### src/rtl/neuron_activation_fp.sv
// neuron_activation_fp
// Post-MAC activation stage for Q8.8 neurons. A one-cycle result pulse is
// registered (S1), passed through a selectable piecewise-linear activation
// (pass / ReLU / hard-sigmoid / hard-tanh), and buffered in a small FIFO that
// feeds the next layer over a valid/ready handshake. The upstream MAC cannot
// be stalled, so a full FIFO drops the result and raises a sticky overflow.
//
// Optional build macro: NEURON_ACT_SAT_COUNT_EN
//   When defined, adds sat_count[15:0], a saturating count of pushed results
//   whose activation clamp engaged. Cleared together with overflow by clr_ovf.
module neuron_activation_fp #(
    parameter int DATA_WIDTH = 16,
    parameter int FRAC_BITS  = 8,
    parameter int FIFO_DEPTH = 4
) (
    input  logic                          clk,
    input  logic                          rst_n,
    input  logic [DATA_WIDTH-1:0]         x_in,
    input  logic                          x_valid,
    input  logic [1:0]                    act_sel,
    output logic [DATA_WIDTH-1:0]         y_out,
    output logic                          y_valid,
    input  logic                          y_ready,
    output logic [$clog2(FIFO_DEPTH):0]   fifo_count,
    output logic                          overflow,
    input  logic                          clr_ovf
`ifdef NEURON_ACT_SAT_COUNT_EN
    ,
    output logic [15:0]                   sat_count
`endif
);

    localparam int PTR_W = $clog2(FIFO_DEPTH);
    localparam int CNT_W = PTR_W + 1;
    localparam int EXT_W = DATA_WIDTH + 2;

    localparam logic [CNT_W-1:0]             L_DEPTH    = CNT_W'(FIFO_DEPTH);
    localparam logic signed [DATA_WIDTH-1:0] L_ONE      = DATA_WIDTH'(1) << FRAC_BITS;
    localparam logic signed [DATA_WIDTH-1:0] L_NEG_ONE  = -L_ONE;
    localparam logic signed [EXT_W-1:0]      L_ONE_EXT  = EXT_W'(1) << FRAC_BITS;
    localparam logic signed [EXT_W-1:0]      L_HALF_EXT = EXT_W'(1) << (FRAC_BITS - 1);

    // Stage 1 registers
    logic signed [DATA_WIDTH-1:0] r_s1_x;
    logic [1:0]                   r_s1_sel;
    logic                         r_s1_valid;

    // FIFO state
    logic [DATA_WIDTH-1:0]        r_mem [FIFO_DEPTH];
    logic [PTR_W-1:0]             r_wr_ptr;
    logic [PTR_W-1:0]             r_rd_ptr;
    logic [CNT_W-1:0]             r_count;
    logic [DATA_WIDTH-1:0]        r_y_out;
    logic                         r_overflow;

    // Combinational signals
    logic signed [EXT_W-1:0]      w_x_ext;
    logic signed [EXT_W-1:0]      w_t;
    logic [DATA_WIDTH-1:0]        w_act;
    logic                         w_pop;
    logic                         w_push;
    logic                         w_drop;
    logic [PTR_W-1:0]             w_rd_next;

    // Capture the MAC pulse; s1_valid only lives for one cycle per pulse.
    always_ff @(posedge clk or negedge rst_n) begin
        if (!rst_n) begin
            r_s1_x     <= '0;
            r_s1_sel   <= '0;
            r_s1_valid <= 1'b0;
        end else begin
            r_s1_valid <= x_valid;
            if (x_valid) begin
                r_s1_x   <= x_in;
                r_s1_sel <= act_sel;
            end
        end
    end

    // Hard-sigmoid intermediate, widened by two bits so it can never wrap.
    assign w_x_ext = {{2{r_s1_x[DATA_WIDTH-1]}}, r_s1_x};
    assign w_t     = (w_x_ext >>> 2) + L_HALF_EXT;

    // Piecewise-linear activation selected by the sampled act_sel.
    always_comb begin
        w_act = r_s1_x;
        case (r_s1_sel)
            2'd0: w_act = r_s1_x;
            2'd1: w_act = (r_s1_x < 0) ? '0 : r_s1_x;
            2'd2: begin
                if (w_t < 0)
                    w_act = '0;
                else if (w_t > L_ONE_EXT)
                    w_act = L_ONE;
                else
                    w_act = w_t[DATA_WIDTH-1:0];
            end
            default: begin
                if (r_s1_x < L_NEG_ONE)
                    w_act = L_NEG_ONE;
                else if (r_s1_x > L_ONE)
                    w_act = L_ONE;
                else
                    w_act = r_s1_x;
            end
        endcase
    end

    // A pop frees a slot in the same cycle, so a full FIFO can still accept.
    assign w_pop     = (r_count != '0) && y_ready;
    assign w_push    = r_s1_valid && ((r_count < L_DEPTH) || w_pop);
    assign w_drop    = r_s1_valid && !w_push;
    assign w_rd_next = r_rd_ptr + 1'b1;

    // FIFO storage: write-only array, head is mirrored into r_y_out.
    always_ff @(posedge clk) begin
        if (w_push)
            r_mem[r_wr_ptr] <= w_act;
    end

    // Pointers, occupancy, registered head and sticky overflow.
    always_ff @(posedge clk or negedge rst_n) begin
        if (!rst_n) begin
            r_wr_ptr   <= '0;
            r_rd_ptr   <= '0;
            r_count    <= '0;
            r_y_out    <= '0;
            r_overflow <= 1'b0;
        end else begin
            if (w_push)
                r_wr_ptr <= r_wr_ptr + 1'b1;
            if (w_pop)
                r_rd_ptr <= w_rd_next;

            if (w_push && !w_pop)
                r_count <= r_count + 1'b1;
            else if (w_pop && !w_push)
                r_count <= r_count - 1'b1;

            // Next head: the stored successor, or the incoming result when
            // it is the only remaining entry (no bubble). Empty holds value.
            if (w_pop) begin
                if (r_count > CNT_W'(1))
                    r_y_out <= r_mem[w_rd_next];
                else if (w_push)
                    r_y_out <= w_act;
            end else if (w_push && (r_count == '0)) begin
                r_y_out <= w_act;
            end

            // A drop in the same cycle as a clear leaves the flag set.
            if (w_drop)
                r_overflow <= 1'b1;
            else if (clr_ovf)
                r_overflow <= 1'b0;
        end
    end

    assign y_out      = r_y_out;
    assign y_valid    = (r_count != '0);
    assign fifo_count = r_count;
    assign overflow   = r_overflow;

`ifdef NEURON_ACT_SAT_COUNT_EN
    logic        w_clamp;
    logic        w_sat_inc;
    logic [15:0] r_sat_count;

    // Flags results where the activation output differs from the linear law.
    always_comb begin
        w_clamp = 1'b0;
        case (r_s1_sel)
            2'd1:    w_clamp = (r_s1_x < 0);
            2'd2:    w_clamp = (w_t < 0) || (w_t > L_ONE_EXT);
            2'd3:    w_clamp = (r_s1_x < L_NEG_ONE) || (r_s1_x > L_ONE);
            default: w_clamp = 1'b0;
        endcase
    end

    assign w_sat_inc = w_push && w_clamp;

    // Saturating clamp counter; a clamp coinciding with clear is still counted.
    always_ff @(posedge clk or negedge rst_n) begin
        if (!rst_n)
            r_sat_count <= '0;
        else if (clr_ovf)
            r_sat_count <= w_sat_inc ? 16'd1 : 16'd0;
        else if (w_sat_inc && (r_sat_count != 16'hFFFF))
            r_sat_count <= r_sat_count + 16'd1;
    end

    assign sat_count = r_sat_count;
`endif

endmodule

### config.mk
export PLATFORM = sky130hd
export DESIGN_NAME = neuron_activation_fp
export DESIGN_NICKNAME = d
export VERILOG_FILES = /design/src/rtl/neuron_activation_fp.sv
export SDC_FILE = /design/constraint.sdc
export NUM_CORES = 1
export LEC_CHECK = 0
export CAP_MARGIN = 20
export CORE_MARGIN = 2
export CORE_UTILIZATION = 59
export CTS_CLUSTER_DIAMETER = 60
export DETAILED_ROUTE_END_ITERATION = 8
export GPL_TIMING_DRIVEN = 0
export MAX_ROUTING_LAYER = met4
export PLACE_DENSITY = 0.85
export SYNTH_ARGS = -nofsm -noshare
export SYNTH_HDL_FRONTEND = slang
export SYNTH_SLANG_ARGS = --single-unit
### constraint.sdc
create_clock -name clk -period 3.5 [get_ports clk]
set_input_delay 0.525 -clock clk [delete_from_list [all_inputs] [get_ports clk]]
set_output_delay 0.525 -clock clk [all_outputs]
set_load 0.03 [all_outputs]
Word level (Yosys, flattened, before mapping)
Memories as Yosys holds them, arrays and structs flattened.
Cells that the tools add are included.

operators by class
  eq/ne operators = 3
  reduce and logical (&&, ||, !) cells = 16
  add/subtract/negate cells = 5
  order comparisons = 7
  mux-type cells = 16

operators with widths
  operator                                                                        number
  16-bit 2-to-1 mux                                                               9
  16-bit one-hot mux with 3 select lines                                          1
  16-bit by 10-bit > comparator with 1-bit output (second input constant)         1
  16-bit by 1-bit less-than comparator with 1-bit output (second input constant)  1
  16-bit by 9-bit less-than comparator with 1-bit output (second input constant)  1
  14-bit by 9-bit adder with 15-bit output (second input constant)                1
  15-bit by 10-bit > comparator with 1-bit output (second input constant)         1
  15-bit by 1-bit less-than comparator with 1-bit output (second input constant)  1
  1-bit logical AND                                                               6
  3-bit 2-to-1 mux                                                                2
  2-bit nonzero test                                                              3
  2-bit by 1-bit adder with 2-bit output (second input constant)                  2
  1-bit 2-to-1 mux                                                                4
  3-bit by 1-bit adder with 3-bit output (second input constant)                  1
  3-bit by 1-bit > comparator with 1-bit output (second input constant)           1
  3-bit zero test                                                                 1
  3-bit less-than comparator (second input constant)                              1
  3-bit by 1-bit inequality test with 1-bit output (second input constant)        1
  3-bit nonzero test                                                              1
  3-bit by 1-bit subtractor with 3-bit output (second input constant)             1
  2-bit by 1-bit == test with 1-bit output (second input constant)                1
  2-bit == test (second input constant)                                           1
  1-bit zero test                                                                 2
  2-bit zero test                                                                 1
  other kinds (2)                                                                 2

storage, ports and cells
  flip-flop bits (word level) = 43
  memories kept = 1
  output and inout bits = 21
  bits in writable memories = 64
  logic and storage cells = 56
  input port bits = 23

memories
  name   depth  bits a word  read ports  clocked after Yosys merged registers in  wr ports  line  source
  r_mem  4      16           1           0                                        1         49    logic [DATA_WIDTH-1:0] r_mem [FIFO_DEPTH];

Depth between registers and ports, before layout
  depth in word-level cells = 8
  mapped depth = 11

Least setup slack after synthesis
No wires, ideal clock.

  path kind = flip-flop to flip-flop
  start point = register r_count[0] (netlist: fifo_count[0])
  end point = register r_y_out[7] (netlist: y_out[7])
  cell stages (with the launch flop) = 12
  path buffers = 1
  library setup time = 126 ps
  data required time = 3374 ps
  arrival = 2388 ps
  setup slack = 986 ps
  period minus slack after synthesis = 2514 ps
  path through = dfrtp_1 inv_1 ha_1 nand2b_1 nand2_1 inv_1 ha_1 nand2_1 nand4_1 nor2b_1 buf_2 a221o_1

on the way
  word-level cells in the longest chain between the ends = 7
  elaborated cells between the ends (all ways) = 13
  classes of those cells = order compare (2); eq/ne (1); mux (2); reduce/logical (8)

RTL lines
  item                                  line  source
  start: declaration                    52    logic [CNT_W-1:0] r_count;
  start signal: assignment              136   r_count <= r_count + 1'b1;
  start signal: assignment              138   r_count <= r_count - 1'b1;
  3-bit nonzero test *                  --
  named net y_valid                     22    output logic y_valid,
  1-bit logical AND *                   110   assign w_pop = (r_count != '0) && y_ready;
  named net w_pop                       60    logic w_pop;
  1-bit logical OR                      111   assign w_push = r_s1_valid && ((r_count < L_DEPTH) || w_pop);
  1-bit logical AND                     111
  1-bit logical AND                     147   end else if (w_push && (r_count == '0)) begin
  2-bit nonzero test (no source line)   --
  2-bit AND reduction (no source line)  --
  end signal: assignment                144   r_y_out <= r_mem[w_rd_next];
  end signal: assignment                146   r_y_out <= w_act;
  end signal: assignment                148   r_y_out <= w_act;
  end: declaration                      53    logic [DATA_WIDTH-1:0] r_y_out;

Mark *: on every way through the listed nets, which the timed path passes. The rest lies on a longest branch.
A chain may end at the register's enable or synchronous reset.

Final worst setup path
  start point = input port y_ready
  end point = register r_y_out[3] (netlist: y_out[3])

on the way
  word-level cells in the longest chain between the ends = 6
  elaborated cells between the ends (all ways) = 8
  classes of those cells = eq/ne (1); mux (1); reduce/logical (6)

RTL lines
  item                                    line  source
  start: declaration                      23    input logic y_ready,
  1-bit logical AND *                     110
  1-bit logical OR *                      111
  1-bit logical AND *                     111
  named net w_push                        61    logic w_push;
  1-bit logical AND                       147
  2-bit nonzero test (no source line)     --
  2-bit AND reduction (no source line) *  --

Marked as above.

==> summary.md <==
| Metric | Value |
|---|---|
| Reg clk slew, reported paths | `~0.10 ns` |
| Global-route wire length before repair | `approximately 15 mm` |
| Dpl hpwl | `6.38 mm` |
| Slew margin rel. | `0.387` |
| Diodes inserted | `0` |
| Seq/Total Area, Yosys | `0.639` |
| Root Driver | `clkbuf_8` |
| Initial antenna violation count | `0` |
| Predominant post-synthesis flop cell | `edfxtp_1` |
| Fmax | `364 MHz` |
| Pwr dens | `roughly 770 nW/um^2` |
| Largest delay share family, worst path | `compound AO/OA/AOI/OAI gates` |
| Post-CTS sizing | `0` |
| Clk pwr share | `0.178` |
| Final core occ | `0.709` |
| Horiz. Die Dim | `93.2 um` |
| Clk buf depth | `2` |
| Flop pwr share | `0.434` |
| Number of global-route vias before repair | `just under 3000` |
| Leak pwr | `about 2.1 nW` |
| WL final | `roughly 9 mm` |
| Unrepaired setup endpoints after global routing | `false` |
| Largest net degree at the start of global routing | `24` |
| Hold Crit Class | `input pin to async pin` |
| # Max-Cap Violations | `0` |
| GR Layer Usage met3 | `0.0508` |
| Initial Utilization | `0.607` |
| Kind of end point of the critical path | `flip-flop` |
| Critical Path Start Type | `input pin` |
| Filler Cells Inserted | `roughly 500` |
| Hold_buf cts | `0` |
| Clk_skew | `0.00946 ns` |
| CTS tree | `yes` |
| CTS Buf Count | `9` |
| DR iter-0 viols | `around 260` |
| Syn Nets | `roughly 360` |
| Post-DRT Antenna Nets | `0` |
| Rows | `32` |
| Final TNS setup | `0 ns` |
| Layout cells sized above 1 | `0.144` |
| Commonest non-fill, non-tap cell in the layout | `edfxtp_1` |
| Worst Max-Slew Pin Slew | `a little over 0.9 ns` |
| Synth Warn # | `0` |
| Final-stage net count | `about 410` |
| RePlAce Congestion | `0.826` |
| Hold Vio Cnt, Final | `0` |
| Pre-antenna DRT Iters | `4` |
| Worst Setup Path Type | `input pin to flip-flop` |
| Setup Viol. Count Final | `0` |
| CP max FO | `10` |
| Most frequent cells in the layout | `64 x edfxtp_1, 43 x dfrtp_1, 42 x clkdlybuf4s50_1, 37 x nand2_1, 17 x a22o_1` |
| Async SR Flop Fraction | `0.402` |
| Net Switching | `around 1.5 mW` |
| Setup repair bufs after CTS | `0` |
| Maximum VDD drop | `0.000315 V` |
| Met1 usage | `0.322` |
| Buf+Inv Stages, Crit Path | `3` |
| Critical path arrival | `approximately 3 ns` |
| Port buffer count | `43` |
| H-tree Lvls | `3` |
| Vias | `around 3000` |
| Die Height | `roughly 93 um` |
| Max incr delay on CP | `a little over 0.7 ns` |
| Avg WL per Cell | `19.1 um` |
| Die area | `slightly below 9000 sq um` |
| GR peak layer | `met2` |
| Logic gate share of total power | `0.388` |
| Synthesized instance count | `between 300 and 400` |
| Met2 usage | `0.380` |
| Final worst path period need | `2.74 ns` |
| Max Slew Vio Count | `0` |
| Req. time, crit path | `3.80 ns` |
| Overall Global Routing Usage | `0.243` |
| I/O pin cnt | `between 40 and 50` |
| CORE AREA | `7730 sq um` |
| CP max-delay cell | `a22oi_1` |
| Outcome | `complete, no violations` |
| Critical-path cell list | `clkdlybuf4s50_1 > nand2b_1 > and2_1 > clkbuf_1 > inv_1 > ha_1 > nand2_1 > a22oi_1 > a22o_1 > a221o_1` |
| Syn_area_per_cell | `14.6 sq um` |
| GR Overflow Total | `0` |
| Seq cells post-synth | `107` |
| Switching part of the total | `0.348` |
| P&R area growth vs syn | `16.7%` |
| Synthesized cell area | `approximately 4700 sq um` |
| Via/cell ratio | `~6` |
| Clock sinks | `107` |
| Internal | `around 2.7 mW` |
| DRC violations left | `0` |
| Post-synth EDFFs | `between 60 and 70` |
| Yosys cell types | `41` |
| Clock latency on the worst-skew pair | `approximately 0.35 ns` |
| Tcrit/Tclk final | `0.784` |
==> worst paths after layout <==
path | startpoint | endpoint | slack, ns | cells after the start
max | y_ready | y_out[3]$_DFFE_PN0P_ | 0.76 | 10
min | rst_n | r_s1_x[0]$_DFFE_PN0P_ | 0.14 | 1
max reg2reg | r_s1_x[3]$_DFFE_PN0P_ | r_mem[2][3]$_DFFE_PP_ | 0.85 | 5
min reg2reg | y_out[15]$_DFFE_PN0P_ | y_out[15]$_DFFE_PN0P_ | 0.50 | 2
max in group asynchronous | rst_n | y_out[10]$_DFFE_PN0P_ | 2.85 | 2
min in group clk | y_out[15]$_DFFE_PN0P_ | y_out[15]$_DFFE_PN0P_ | 0.50 | 2
==> cells in the mapped netlist (2+ instances only) <==
library cell | number | area share
or4_1 | 3 | 0.0048
nor3_1 | 2 | 0.0021
nand4_1 | 4 | 0.0053
mux2_2 | 16 | 0.038
xnor2_1 | 5 | 0.0093
a21oi_1 | 5 | 0.0053
xor2_1 | 2 | 0.0037
a221o_1 | 8 | 0.017
nand2_1 | 37 | 0.030
nand3_1 | 3 | 0.0032
a22o_1 | 17 | 0.032
dfrtp_1 | 43 | 0.23
edfxtp_1 | 64 | 0.41
nor4_1 | 2 | 0.0027
and3_1 | 6 | 0.0080
buf_2 | 3 | 0.0032
o2bb2ai_1 | 2 | 0.0037
mux2i_1 | 2 | 0.0043
inv_1 | 12 | 0.0096
o22ai_1 | 3 | 0.0040
nor2_1 | 9 | 0.0072
a31oi_1 | 7 | 0.0093
o21ai_0 | 8 | 0.0085
nand2b_1 | 5 | 0.0067
clkbuf_1 | 13 | 0.010
mux4_2 | 16 | 0.077
ha_1 | 11 | 0.029
==> metal layers <==
layer  vias to the layer above  part of all wire
li1                       1345                 -
met1                      1446              0.40
met2                       127              0.51
met4                         0             0.013
met3                        16             0.081
met5                         -                 0
==> cells by family after synthesis <==
kind of cell | synth area share
DFF | 0.639
and+or+nand+nor | 0.0802
AOI/OAI and AO/OA | 0.0960
muxes | 0.119
buffers and inverters | 0.0232
adders and majority gates | 0.0293
xor gates and xnor gates | 0.0131
==> worst register-to-register path, stage by stage, from the launching register on <==
cell and delay (ns):
dfrtp_1 0.47, or4_1 0.57, or3_1 0.33, o31a_1 0.30, nor3_2 0.53, a22o_1 0.30
==> metrics by stage <==
step	cell area (sq um)	hold WS [ns]	worst slack (ns)	power, mW	cells
final	5480	0.142	0.756	4.20	484
after global routing	5480	0.163	0.586	4.43	484
after CTS	5480	0.143	0.780	4.23	484
after detailed placement	5270	0.483	0.407	3.48	468
after global placement	5250	0.478	0.436	3.41	467
after floorplan	4690	0.229	0.986	2.93	322
==> flip-flops by register name (all words and copies together) (netlist names) <==
register	cells
r_mem	64
r_s1_valid	1
r_wr_ptr	2
overflow	1
fifo_count	3
r_rd_ptr	2
r_s1_sel	2
y_out	16
r_s1_x	16
==> power groups by stage <==
stage	sequential (mW)	combinational, mW	clock, mW
after floorplan	2.01	0.922	0
after global placement	1.83	1.59	0
after detailed placement	1.85	1.63	0
after CTS	1.82	1.64	0.764
after global routing	1.86	1.77	0.812
final	1.82	1.63	0.747
==> area by class of cell <==
type                       instances  area (sq um)  area share
sequential                       107          3000       0.547
multi-input combinational        187          1590       0.290
timing repair buffer              44           453      0.0827
clock buffer                      11           141      0.0258
tap                              102           128      0.0233
buffer                            16          63.8      0.0117
clock inverter                     5          61.3      0.0112
inverter                          12          45.0     0.00822
(Power assumes the default switching activity.)
